$ cat config.mk
export PLATFORM = sky130hd
export DESIGN_NAME = tcm_loader
export DESIGN_NICKNAME = d
export VERILOG_FILES = /design/src/rtl/tcm_loader.sv
export SDC_FILE = /design/constraint.sdc
export NUM_CORES = 1
export LEC_CHECK = 0
export CORE_MARGIN = 4
export CORE_UTILIZATION = 44
export DETAILED_ROUTE_END_ITERATION = 8
export GPL_ROUTABILITY_DRIVEN = 1
export HOLD_SLACK_MARGIN = 0.06
export PLACE_DENSITY = 0.7
export SYNTH_ARGS = -nofsm -noshare
export SYNTH_HDL_FRONTEND = slang
export SYNTH_SLANG_ARGS = --single-unit
$ cat constraint.sdc
create_clock -name clk_i -period 6.2 [get_ports clk_i]
set_input_delay 1.24 -clock clk_i [delete_from_list [all_inputs] [get_ports clk_i]]
set_output_delay 1.24 -clock clk_i [all_outputs]
set_load 0.005 [all_outputs]
$ cat src/rtl/tcm_loader.sv
// tcm_loader: boot-time loader that turns a length-prefixed byte stream into
// byte-enabled word writes on one port of the TCM scratchpad.
//
// Byte stream handshake: a byte moves on a rising clk edge when s_valid_i and
// s_ready_o are both high. The producer must hold s_data_i stable while
// s_valid_i is high and s_ready_o is low. s_ready_o never depends on
// s_valid_i.
module tcm_loader #(
   parameter int DATA_WIDTH = 32,
   parameter int N_ENTRIES  = 1024,
   parameter int BASE_ENTRY = 0
) (
   input  logic                         clk_i,
   input  logic                         rst_i,
   input  logic                         start_i,
   input  logic                         s_valid_i,
   input  logic [7:0]                   s_data_i,
   output logic                         s_ready_o,
   output logic                         en_o,
   output logic                         we_o,
   output logic [DATA_WIDTH/8-1:0]      be_o,
   output logic [$clog2(N_ENTRIES)-1:0] addr_o,
   output logic [DATA_WIDTH-1:0]        data_o,
   output logic                         busy_o,
   output logic                         done_o,
   output logic                         err_o,
   output logic [31:0]                  sum_o
);

   localparam int NB = DATA_WIDTH / 8;
   localparam int AW = $clog2(N_ENTRIES);
   localparam int LW = (NB > 1) ? $clog2(NB) : 1;
   // Largest payload that fits between BASE_ENTRY and the top of the TCM.
   // Held in 33 bits so a 32-bit LEN can be compared without overflow.
   localparam logic [32:0] MAX_BYTES = 33'((N_ENTRIES - BASE_ENTRY) * NB);

   typedef enum logic [2:0] {
      S_IDLE  = 3'd0,
      S_HDR   = 3'd1,
      S_DATA  = 3'd2,
      S_WRITE = 3'd3,
      S_DONE  = 3'd4,
      S_ERR   = 3'd5
   } state_t;

   state_t          state_q;
   state_t          state_d;
   logic [31:0]     len_q;
   logic [1:0]      hdr_cnt_q;
   logic [31:0]     byte_cnt_q;
   logic [LW-1:0]   lane_q;
   logic [DATA_WIDTH-1:0] buf_q;
   logic [NB-1:0]   be_q;
   logic [AW-1:0]   ptr_q;
   logic [31:0]     sum_q;
   logic            done_q;

   logic            accept;
   logic            start_ok;
   logic            last_lane;
   logic [31:0]     len_full;
   logic [31:0]     byte_cnt_inc;

   assign accept       = s_valid_i && s_ready_o;
   assign start_ok     = start_i && ((state_q == S_IDLE) || (state_q == S_DONE) || (state_q == S_ERR));
   assign last_lane    = (lane_q == LW'(NB - 1));
   // LEN as it will read once the byte being accepted is shifted in at the top.
   assign len_full     = {s_data_i, len_q[31:8]};
   assign byte_cnt_inc = byte_cnt_q + 32'd1;

   // State register.
   always_ff @(posedge clk_i) begin
      if (rst_i) state_q <= S_IDLE;
      else       state_q <= state_d;
   end

   // Next-state decode and state-derived outputs.
   always_comb begin
      state_d   = state_q;
      s_ready_o = 1'b0;
      en_o      = 1'b0;
      we_o      = 1'b0;
      busy_o    = 1'b0;
      err_o     = 1'b0;
      be_o      = '0;
      addr_o    = '0;
      data_o    = '0;
      case (state_q)
         S_IDLE: begin
            if (start_i) state_d = S_HDR;
         end
         S_HDR: begin
            s_ready_o = 1'b1;
            busy_o    = 1'b1;
            if (accept && (hdr_cnt_q == 2'd3)) begin
               if (len_full == 32'd0)                 state_d = S_DONE;
               else if ({1'b0, len_full} > MAX_BYTES) state_d = S_ERR;
               else                                   state_d = S_DATA;
            end
         end
         S_DATA: begin
            s_ready_o = 1'b1;
            busy_o    = 1'b1;
            if (accept && (last_lane || (byte_cnt_inc == len_q))) state_d = S_WRITE;
         end
         S_WRITE: begin
            en_o    = 1'b1;
            we_o    = 1'b1;
            busy_o  = 1'b1;
            be_o    = be_q;
            addr_o  = ptr_q;
            data_o  = buf_q;
            state_d = (byte_cnt_q == len_q) ? S_DONE : S_DATA;
         end
         S_DONE: begin
            if (start_i) state_d = S_HDR;
         end
         S_ERR: begin
            err_o = 1'b1;
            if (start_i) state_d = S_HDR;
         end
         default: state_d = S_IDLE;
      endcase
   end

   assign done_o = done_q;
   assign sum_o  = sum_q;

   // Header capture, word packing, write pointer, checksum and done pulse.
   always_ff @(posedge clk_i) begin
      if (rst_i) begin
         len_q      <= '0;
         hdr_cnt_q  <= '0;
         byte_cnt_q <= '0;
         lane_q     <= '0;
         buf_q      <= '0;
         be_q       <= '0;
         ptr_q      <= '0;
         sum_q      <= '0;
         done_q     <= 1'b0;
      end else begin
         // High only in the first cycle spent in DONE.
         done_q <= (state_d == S_DONE) && (state_q != S_DONE);
         if (start_ok) begin
            len_q      <= '0;
            hdr_cnt_q  <= '0;
            byte_cnt_q <= '0;
            lane_q     <= '0;
            buf_q      <= '0;
            be_q       <= '0;
            ptr_q      <= AW'(BASE_ENTRY);
            sum_q      <= '0;
         end else begin
            case (state_q)
               S_HDR: begin
                  if (accept) begin
                     len_q     <= len_full;
                     hdr_cnt_q <= hdr_cnt_q + 2'd1;
                  end
               end
               S_DATA: begin
                  if (accept) begin
                     buf_q[int'(lane_q) * 8 +: 8] <= s_data_i;
                     be_q[lane_q]                 <= 1'b1;
                     sum_q                        <= sum_q + {24'd0, s_data_i};
                     byte_cnt_q                   <= byte_cnt_inc;
                     lane_q                       <= lane_q + LW'(1);
                  end
               end
               S_WRITE: begin
                  buf_q  <= '0;
                  be_q   <= '0;
                  lane_q <= '0;
                  ptr_q  <= ptr_q + AW'(1);
               end
               default: ;
            endcase
         end
      end
   end

endmodule

==> Yosys cells after proc, flatten, opt, wreduce, memory -nomap -nowiden <==
Index checks and enable logic that the tools add are counted.
{ "op_classes": {"add_sub_neg": 6, "magnitude_cmp": 3, "eq_ne": 12, "shift": 2, "n_mux": 23, "bitwise_logic": 1, "reduce_logical": 19} }
{ "ops": {"columns": ["operator", "count"], "rows": [
  ["$eq A32 B32 Y1", 2],
  ["$mux W32", 2],
  ["$pmux W32 S2", 1],
  ["$neg A5 Y33", 1],
  ["$shift A8 B33 Y32 const A", 1],
  ["$shiftx A8 B33 Y32", 1],
  ["$add A32 B1 Y32 const B", 1],
  ["$add A32 B8 Y32", 1],
  ["$bwmux W32", 1],
  ["$gt A32 B13 Y1 const B", 1],
  ["$logic_not A32 Y1", 1],
  ["$mux W3", 6],
  ["$pmux W3 S4", 1],
  ["$add A10 B1 Y10 const B", 1],
  ["$mux W10", 1],
  ["$eq A3 B3 Y1 const B", 3],
  ["$mux W4", 2],
  ["$pmux W4 S2", 1],
  ["$eq A3 B2 Y1 const B", 2],
  ["$logic_and A1 B1 Y1", 6],
  ["$reduce_and A2 Y1", 3],
  ["$reduce_or A3 Y1", 2],
  ["$mux W1", 5],
  ["$add A2 B1 Y2 const B", 2],
  ["14 further kinds", 18]
]} }
{ "totals": {"register_bits": 150, "input_bits": 12, "output_inout_bits": 84, "wordCells": 76} }

==> Logic depth before layout (Yosys ltp) <==
Gate-level depths: netlist of run 1.
{ "depth": {"ltp_word": 9, "ltp_mapped": 11, "mapped_depth_nobuf": 11} }

==> Least setup slack after synthesis of run 1 <==
No wires, ideal clock.
{ "synth_path": {"kind": "input port to flip-flop", "from": "in s_data_i[0]", "to": "reg sum_q[22] (netlist: sum_o[22])", "arrival_time_ps": 3148, "required_ps": 6072, "path_slack_ps": 2924, "cell_stages": 11, "n_path_buf": 0, "cell_sequence": "ha_1 -> inv_1 -> fa_1 -> nor2b_1 -> o21ai_0 -> a21boi_0 -> o21ai_0 -> a21o_1 -> nor4b_1 -> xnor2_1 -> nor2_1"} }
{ "synth_between": {"elab_chain_cells": 1} }
{ "synth_lines": {"columns": ["element", "line", "rtl"], "rows": [
  ["start, declared", "17", "input logic [7:0] s_data_i,"],
  ["$add A32 B8 Y32", "165", "sum_q <= sum_q + {24'd0, s_data_i};"],
  ["end signal, assigned", "165", null],
  ["end, declared", "55", "logic [31:0] sum_q;"]
]} }
No other way between the ends.
A chain may end at the register's enable or synchronous reset.

==> Worst setup path after layout of run 1 <==
{ "layout_path": {"from": "in s_data_i[1]", "to": "reg sum_q[19] (netlist: sum_o[19])"} }
The elaborated chain is that of the path after synthesis.

==> results of run 1 <==
stage by stage:
| stage | area [um^2] | worst slack [ps] |
|---|---|---|
| CTS | 9400 | 2320 |
| global route | 9400 | 2010 |
| finish | 9400 | 2280 |
| global placement | 8850 | 1950 |
| floorplan | 7860 | 2920 |
| detailed placement | 8850 | 1810 |
cell type report:
type	count	area, um^2	share of cell area
multi-input combinational	753	4500	0.479
sequential	150	3000	0.320
timing repair buffer	103	1010	0.108
clock buffer	19	453	0.0482
tap	225	282	0.0300
clock inverter	12	92.6	0.00985
inverter	15	56.3	0.00599
power breakdown:
part	internal, mW	switching, mW	total (mW)
Clock	0.534	0.417	0.951
Combinational	0.0233	0.0563	0.0797
Sequential	0.966	0.00284	0.969
critical path: cells and delay by family:
family	cells	cell delay, ps
compound gates	5	1630
buf+inv	1	650
fa+ha+maj	1	290
simple gates	2	210
xor+xnor	1	200
logic make-up (layout without fill, tap and decap cells):
group,count (synthesis),after routing,share of synthesized area
AND/OR/NAND/NOR,475,475,0.304
AO/OA/AOI/OAI,158,158,0.125
flip-flops,150,150,0.382
XOR/XNOR,104,104,0.116
buffers and inverters,79,149,0.0471
adder cells (fa/ha/maj),16,16,0.0264
layer usage:
layer	vias to the layer above	global-route usage	routed length [um]
met3	37	0.0519	1250
met4	0	0.0798	479
met2	215	0.336	10100
li1	3559	-	-
met1	3404	0.294	9910
met5	-	0	0
worst max-delay path by stage:
stage	startpoint	to	slack, ps	cells past startpoint
after global routing	s_data_i[1]	sum_o[11]	2010	10
after detailed placement	s_data_i[1]	sum_o[29]	1810	10
final	s_data_i[1]	sum_o[19]	2280	10
after global placement	s_data_i[1]	sum_o[31]	1950	10
after floorplan	s_data_i[0]	sum_o[22]	2920	11
after CTS	s_data_i[1]	sum_o[29]	2320	10
sequential cells by signal, summed over array words and instances, names as in the netlist:
| register | cells |
|---|---|
| lane_q | 2 |
| sum_o | 32 |
| be_q | 4 |
| done_o | 1 |
| hdr_cnt_q | 2 |
| byte_cnt_q | 32 |
| len_q | 32 |
| state_q | 3 |
| buf_q | 32 |
| ptr_q | 10 |
cell usage in the layout, fill, tap and decap left out, types with 6 or more instances in the layout:
| cell type | count |
|---|---|
| ha_1 | 15 |
| clkbuf_16 | 17 |
| nor4_1 | 27 |
| xnor2_1 | 70 |
| and3_1 | 52 |
| a21oi_1 | 72 |
| and4_1 | 8 |
| nor2_1 | 124 |
| or4_1 | 6 |
| nor4b_1 | 7 |
| a22oi_1 | 31 |
| nor3_1 | 28 |
| nand2_1 | 124 |
| xor2_1 | 34 |
| clkdlybuf4s50_1 | 95 |
| inv_1 | 14 |
| buf_4 | 8 |
| or3_1 | 16 |
| dfxtp_1 | 150 |
| nand3_1 | 21 |
| o21ai_0 | 20 |
| nand4_1 | 27 |
==> metrics.yaml, run 1 <==
worst_setup_path:
  rrSetupSlack_ps: 2800
  worstReg2RegStart: "byte_cnt_q[2]"
  worstPathArrival_ps: 4220
  cp.required_ps: 6500
  crit_path_end_kind: "flip-flop"
  cp-start-kind: "primary input"
  slowest_delay_ps: 810
  critPathKind: "in -> reg"
  cpMaxStageDelayCell: "a21oi_1"
  worstReg2RegEnd: "done_o"
  critPathMostFrequentCell: "a21oi_1"
  crit_chain: "clkdlybuf4s50_1, ha_1, a21o_1, a21oi_1, o21ai_0, a31o_2, a21oi_1, nor3b_1, xnor2_1, nor2_1"
  worstPathMaxFanout: 14
  reg2regPathDepth: 8
sta:
  finalCritPeriodShare: 0.633
  tightest_slew_ps: 1030
  slew_viol_final: 0
  fin_setup_tns_ps: 0
  finClkSkew_ps: 9.87
  timing.hold.ws_ps: 456
  rsz0062_at_grt: "no"
  max_clock_freq_mhz: 255
  fin_crit_ps: 3920
  hold_viol: 0
  slew_headroom: 0.315
  finalSetupViolCount: 0
global_routing:
  grt_max_degree: 61
  track_usage: 0.217
  first_global_vias: 6959
  grt_pass1_wl_mm: 35.4
  antenna_found_initial: 0
  grt_overflow: 0
power:
  p_total_mw: 2.00
  ir_worst_vdd_v: 0.000197
  powerDensity_mw_per_mm2: 213
  leakage_nw: 3.17
final_layout:
  synthToLayoutAreaGrowth_pct: 19.5
  fin_util: 0.540
  fin_nets: 1068
  fillers: 1678
  drive_above_1_share: 0.0532
  diodes: 0
  instances_no_fill: 1277
cts:
  cts-root-buf: "clkbuf_16"
  cts_resized: 0
  cts_made_buffers: 17
  htreeDepth: 4
  post-cts-setup-buffers: 0
  cts_tree: "done"
  clk_pin_slew_worst_paths_ps: 60
  insertion_delay_ps: 420
  clock-sinks: 150
  cts_hold_buf: 0
  cts_buffer_depth: 2
floorplanning:
  die_w_um: 142
  rows: 48
  io_pins: 96
  dieArea_mm2: 0.0201
  initial_core_util: 0.451
  core-area_mm2: 0.0174
  die_y_um: 142
hold_path:
  holdCritPathClass: "reg -> reg"
  min_delay_path_depth: 2
  min_from: "be_q[3]"
  worstHoldEndpoint: "be_q[3]"
synth:
  synth.distinct_cells: 66
  synth_area_mm2: 0.00786
  syn_nets: 1010
  synth_edf_count: 0
  synth.most_common_cell: "dfxtp_1"
  avgSynthCellArea_um2: 8.01
  synthFlopType: "dfxtp_1"
  yosys-top-cells-area: "dfxtp_1 38%, xnor2_1 7.8%, nand2_1 5.9%"
  async_flop_share: 0
  synth_commonest_cells: "150 x dfxtp_1, 124 x nand2_1, 124 x nor2_1"
  synth_warnings: 0
  ys_ff_latch: 150
  synth_cells: 982
  yosysSeqAreaShare: 0.382
  yosys.area.top_type: "dfxtp_1"
  synth_top_area_frac: 0.382
place:
  post-dp-hpwl_mm: 15.2
  gp_congestion: 0.903
  io_buffer_count: 95
  dp_cells: 1246
route:
  drcViolationCount: 0
  dr_total_vias: 7215
  wl_per_cell_um: 17.0
  drt_iter0_drc: 468
  drt_wl_total_mm: 21.7
  viasPerCell: 5.65
  antenna_left: 0
  dr.pass1.iters: 5
run:
  drv_cap: 0
run_status:
  status: "complete, no violations"
Power figures use the tool's default switching activity.
==> run 2, diff against run 1 <==
==> constraint.sdc (replaced) <==
create_clock -name clk_i -period 3.8 [get_ports clk_i]
set_input_delay 0.76 -clock clk_i [delete_from_list [all_inputs] [get_ports clk_i]]
set_output_delay 0.76 -clock clk_i [all_outputs]
set_load 0.005 [all_outputs]
==> run 2 against run 1 <==
Combinational power is 76% higher. Clock power is 71% higher. Global-route usage is 0.47 points higher. Non-clock buffer count is 17 higher. Cell area is 1.7% higher. Largest cell class unchanged.
==> metrics.yaml, run 2 (synthesized netlist as in run 1, its figures left out) <==
final_layout:
  fillers: 1618  # was 1678
  fin_area_mm2: 0.00956  # was 0.00940 mm^2
  final_common_cell: "dfxtp_1"  # unchanged
  synthToLayoutAreaGrowth_pct: 21.6  # was 19.5%
  drive_above_1_share: 0.0692  # was 0.0532
  fin_nets: 1085  # was 1068
  diodes: 0  # unchanged
  layout_common_cells: "150 x dfxtp_1, 124 x nand2_1, 124 x nor2_1"  # unchanged
cts:
  insertion_delay_ps: 430  # was 420 ps
  cts_resized: 0  # unchanged
  post-cts-setup-buffers: 0  # unchanged
  cts-root-buf: "clkbuf_16"  # unchanged
  cts_made_buffers: 17  # unchanged
  cts_buffer_depth: 2  # unchanged
  clock-sinks: 150  # unchanged
  htreeDepth: 4  # unchanged
  clk_pin_slew_worst_paths_ps: 60  # about the same
  cts_tree: "done"  # unchanged
  cts_hold_buf: 0  # unchanged
sta:
  finClkSkew_ps: 8.39  # was 9.87 ps
  slew_viol_final: 0  # unchanged
  max_clock_freq_mhz: 311
  rsz0062_at_grt: "no"  # unchanged
  hold_viol: 0  # unchanged
  finalCritPeriodShare: 0.847
  slew_headroom: 0.488  # was 0.315
  fin_setup_tns_ps: 0  # unchanged
  fin_crit_ps: 3220
  tightest_slew_ps: 762  # was 1030 ps
  finalSetupViolCount: 0  # unchanged
route:
  dr.pass1.iters: 5  # unchanged
  drcViolationCount: 0  # unchanged
  wl_per_cell_um: 16.8  # was 17.0 um
  drt_wl_total_mm: 21.8  # was 21.7 mm
  dr_total_vias: 7291  # was 7215
  antenna_left: 0  # unchanged
  viasPerCell: 5.63  # was 5.65
  drt_iter0_drc: 561  # was 468
global_routing:
  grt_overflow: 0  # unchanged
  antenna_found_initial: 0  # unchanged
  track_usage: 0.221  # was 0.217
  grt_use_met3: 0.0539  # was 0.0519
  met2_usage: 0.341  # was 0.336
  first_global_vias: 6788  # was 6959
  top_usage_layer: "met2"  # unchanged
  use_met1: 0.310  # was 0.294
  grt_max_degree: 53  # was 61
  grt_pass1_wl_mm: 35.8  # was 35.4 mm
place:
  io_buffer_count: 95  # unchanged
  post-dp-hpwl_mm: 15.6  # was 15.2 mm
  place_area_mm2: 0.00899  # was 0.00885 mm^2
  gp_congestion: 0.927  # was 0.903
worst_setup_path:
  critPathKind: "reg -> reg"  # was in -> reg
  worstReg2RegEnd: "done_o"  # unchanged
  reg2regPathDepth: 9  # was 8
  startpoint: "byte_cnt_q[0]"  # was s_data_i[1]
  crit_chain: "ha_1, nand2_1, or4_1, o41a_1, a2111oi_2, o2111ai_1, nor4_2, a31oi_1, and4_1"  # was clkdlybuf4s50_1, ha_1, a21o_1, a21oi_1, o21ai_0, a31o_2, a21oi_1, nor3b_1, xnor2_1, nor2_1
  crit_path_end_kind: "flip-flop"  # unchanged
  path_depth: 9  # was 10
  worstPathArrival_ps: 3540  # was 4220 ps
  rrSetupSlack_ps: 580  # was 2800 ps
  cp.required_ps: 4120  # was 6500 ps
  cp_top_family: "compound AO/OA/AOI/OAI gates"  # unchanged
  critPathBufInv: 0  # was 1
  endpoint: "done_o"  # was sum_o[19]
  cp-start-kind: "flip-flop"  # was primary input
  worstPathMaxFanout: 6  # was 14
  slowest_delay_ps: 590  # was 810 ps
  cpMaxStageDelayCell: "or4_1"  # was a21oi_1
  worstReg2RegStart: "byte_cnt_q[0]"  # was byte_cnt_q[2]
run:
  drv_cap: 0  # unchanged
hold_path:
  min_from: "hdr_cnt_q[1]"  # was be_q[3]
  holdCritPathClass: "reg -> reg"  # unchanged
floorplanning:
  dieArea_mm2: 0.0201  # unchanged
  core-area_mm2: 0.0174  # unchanged
  die_y_um: 142  # unchanged
  die_w_um: 142  # unchanged
  io_pins: 96  # unchanged
  initial_core_util: 0.451  # unchanged
  rows: 48  # unchanged
run_status:
  status: "complete, no violations"  # unchanged
power:
  leakage_nw: 3.26  # was 3.17 nW
  powerDensity_mw_per_mm2: 351  # was 213 mW/mm^2
  ir_worst_vdd_v: 0.000396  # was 0.000197 V
run 2: tightest hold or removal path: cells and delay by family, from the launching register on:
kind | cells | cell delay, ps
AOI/OAI and AO/OA | 1 | 50
DFF | 1 | 310
and+or+nand+nor | 1 | 50
run 2: power by group:
group | internal, mW | switching [mW]
Sequential | 1.58 | 0.00781
Clock | 0.913 | 0.715
Combinational | 0.0465 | 0.0931
Total | 2.54 | 0.816
run 2: per-layer routing:
metal,wire (um),vias to the layer above
met3,1290,29
met4,416,0
met2,10000,236
li1,-,3594
met1,10100,3432
met5,0,-
run 2: layout make-up:
cell class | instances | area, um^2 | share of cell area
Sequential cell | 150 | 3000 | 0.314
Inverter | 15 | 56.3 | 0.00589
Clock inverter | 15 | 144 | 0.0151
Tap cell | 225 | 282 | 0.0294
Multi-Input combinational cell | 753 | 4500 | 0.471
Clock buffer | 17 | 425 | 0.0445
Timing Repair Buffer | 120 | 1150 | 0.120
run 2: worst min path at each step:
stage / end / slack (ps) / cells past startpoint
after detailed placement: hdr_cnt_q[1] / 450 / 2
after floorplan: be_q[0] / 430 / 2
after CTS: hdr_cnt_q[1] / 460 / 2
final: hdr_cnt_q[1] / 460 / 2
after global routing: len_q[4] / 480 / 2
after global placement: be_q[2] / 440 / 2
run 2: metrics by stage:
stage	total power, mW	setup slack (ps)	cells	util	hold WS, ps
6_report	3.35	582	1295	0.549	460
5_1_grt	3.47	357	1295	0.549	484
4_1_cts	3.38	569	1295	0.549	461
3_5_place_dp	1.76	192	1263	0.516	452
3_3_place_gp	1.76	251	1263	0.516	438
2_1_floorplan	1.69	1000	982	-	429
==> run 3, diff against run 2 <==
==> constraint.sdc (replaced) <==
create_clock -name clk_i -period 3.1 [get_ports clk_i]
set_input_delay 0.62 -clock clk_i [delete_from_list [all_inputs] [get_ports clk_i]]
set_output_delay 0.62 -clock clk_i [all_outputs]
set_load 0.005 [all_outputs]
==> run 3 against run 2 <==
Clock skew barely moved. Die area did not move. Wire length rose by 4.1%. First-iteration DRC count rose by 14%. Cell count rose by 3.6%.
==> metrics.yaml, run 3 (synthesized netlist as in run 1, its figures left out) <==
run:
  drv_cap: 0  # unchanged
place:
  post-dp-hpwl_mm: 16.4  # was 15.6 mm
  io_buffer_count: 95  # unchanged
  place_area_mm2: 0.00936  # was 0.00899 mm^2
  dp_cells: 1310  # was 1263
  post-place-ws_ps: -304  # was 192 ps
  gp_congestion: 0.920  # was 0.927
route:
  drt_iter0_drc: 642  # was 561
  viasPerCell: 5.57  # was 5.63
  drcViolationCount: 0  # unchanged
  antenna_left: 0  # unchanged
  wl_per_cell_um: 16.9  # was 16.8 um
  drt_wl_total_mm: 22.7  # was 21.8 mm
  dr_total_vias: 7480  # was 7291
  dr.pass1.iters: 5  # unchanged
floorplanning:
  initial_core_util: 0.451  # unchanged
  dieArea_mm2: 0.0201  # unchanged
  die_w_um: 142  # unchanged
  core-area_mm2: 0.0174  # unchanged
  io_pins: 96  # unchanged
  die_y_um: 142  # unchanged
  rows: 48  # unchanged
cts:
  insertion_delay_ps: 430  # about the same
  cts_made_buffers: 17  # unchanged
  cts_hold_buf: 0  # unchanged
  cts-root-buf: "clkbuf_16"  # unchanged
  clk_pin_slew_worst_paths_ps: 60  # about the same
  cts_tree: "done"  # unchanged
  htreeDepth: 4  # unchanged
  clock-sinks: 150  # unchanged
  cts_buffer_depth: 2  # unchanged
worst_setup_path:
  reg2regPathDepth: 8  # was 9
  worstPathMaxFanout: 3  # was 6
  crit_path_end_kind: "flip-flop"  # unchanged
  rrSetupSlack_ps: 170  # was 580 ps
  cp-start-kind: "flip-flop"  # unchanged
  worstPathArrival_ps: 3250  # was 3540 ps
  startpoint: "byte_cnt_q[11]"  # was byte_cnt_q[0]
  worstReg2RegStart: "byte_cnt_q[11]"  # was byte_cnt_q[0]
  critPathKind: "reg -> reg"  # unchanged
  cp.required_ps: 3420  # was 4120 ps
  worstReg2RegEnd: "done_o"  # unchanged
sta:
  slew_headroom: 0.520  # was 0.488
  max_clock_freq_mhz: 341  # was 311 MHz
  tightest_slew_ps: 720  # was 762 ps
  fin_crit_ps: 2930  # was 3220 ps
  finalSetupViolCount: 0  # unchanged
  hold_viol: 0  # unchanged
  timing.final.ws_setup_ps: 165  # was 582 ps
  finalCritPeriodShare: 0.947  # was 0.847
  slew_viol_final: 0  # unchanged
  finClkSkew_ps: 7.99  # was 8.39 ps
final_layout:
  diodes: 0  # unchanged
  fillers: 1583  # was 1618
  fin_area_mm2: 0.0100  # was 0.00956 mm^2
  instances_no_fill: 1342  # was 1295
  final_common_cell: "dfxtp_1"  # unchanged
  synthToLayoutAreaGrowth_pct: 27.6  # was 21.6%
  fin_nets: 1132  # was 1085
  layout_common_cells: "149 x dfxtp_1, 124 x nand2_1, 124 x nor2_1"  # was 150 x dfxtp_1, 124 x nand2_1, 124 x nor2_1
  fin_util: 0.576  # was 0.549
  drive_above_1_share: 0.114  # was 0.0692
power:
  ir_worst_vdd_v: 0.000349  # was 0.000396 V
  p_total_mw: 4.37  # was 3.35 mW
  leakage_nw: 3.55  # was 3.26 nW
  powerDensity_mw_per_mm2: 436  # was 351 mW/mm^2
global_routing:
  grt_max_degree: 61  # was 53
  track_usage: 0.229  # was 0.221
  antenna_found_initial: 0  # unchanged
  grt_pass1_wl_mm: 37.1  # was 35.8 mm
  grt_overflow: 0  # unchanged
  first_global_vias: 7134  # was 6788
hold_path:
  min_from: "be_q[0]"  # was hdr_cnt_q[1]
  holdCritPathClass: "reg -> reg"  # unchanged
  worstHoldEndpoint: "be_q[0]"  # was hdr_cnt_q[1]
  min_delay_path_depth: 2  # unchanged
run_status:
  status: "complete, no violations"  # unchanged
-- run 3: final cells by class --
cell class | count | area (um^2) | area share
clock buffer | 17 | 425 | 0.0424
clock inverter | 15 | 215 | 0.0214
inverter | 15 | 56.3 | 0.00561
multi-input combinational | 753 | 4530 | 0.452
sequential | 150 | 3000 | 0.299
tap | 225 | 282 | 0.0281
timing repair buffer | 167 | 1520 | 0.152
-- run 3: layer usage --
metal / global-route usage / vias up / share of wire / routed length [um]
met3: 0.0529 / 38 / 0.055 / 1250
met4: 0.0722 / 0 / 0.022 / 497
met2: 0.353 / 220 / 0.46 / 10500
li1: - / 3680 / - / -
met5: 0 / - / 0 / 0
met1: 0.320 / 3542 / 0.46 / 10500
-- run 3: worst max-delay path by stage --
stage                end  slack [ps]  cells past startpoint
2_1_floorplan     done_o         410                     10
3_3_place_gp   sum_o[16]        -260                     12
3_5_place_dp   sum_o[12]        -300                     12
4_1_cts             en_o          40                      4
5_1_grt        sum_o[22]         -10                     12
6_report          done_o         170                      8
-- run 3: what timing repair did --
item,CTS,global route
setup endpoints to repair,0,11
buffers inserted,0,0
resized for setup,0,9
-- run 3: worst max-delay path: stages, from the launching register on --
cell	delay (ps)
dfxtp_1	350
nand4_2	140
or4_1	670
o41a_1	490
a2111oi_2	330
o2111ai_1	200
nor4_2	260
a31oi_1	170
and4_1	210
-- run 3: stage by stage --
step	setup TNS [ps]	hold WS [ps]
2_1_floorplan	0	429
3_3_place_gp	-1970	441
3_5_place_dp	-2490	447
4_1_cts	0	463
5_1_grt	-11.6	478
6_report	0	458
-- run 3: report_power, final --
group          leakage [nW]  internal (mW)  switching, mW
Combinational          2.04         0.0626          0.118
Sequential             1.21           1.93        0.00669
Clock                 0.309           1.37          0.882
Total                  3.55           3.36           1.01
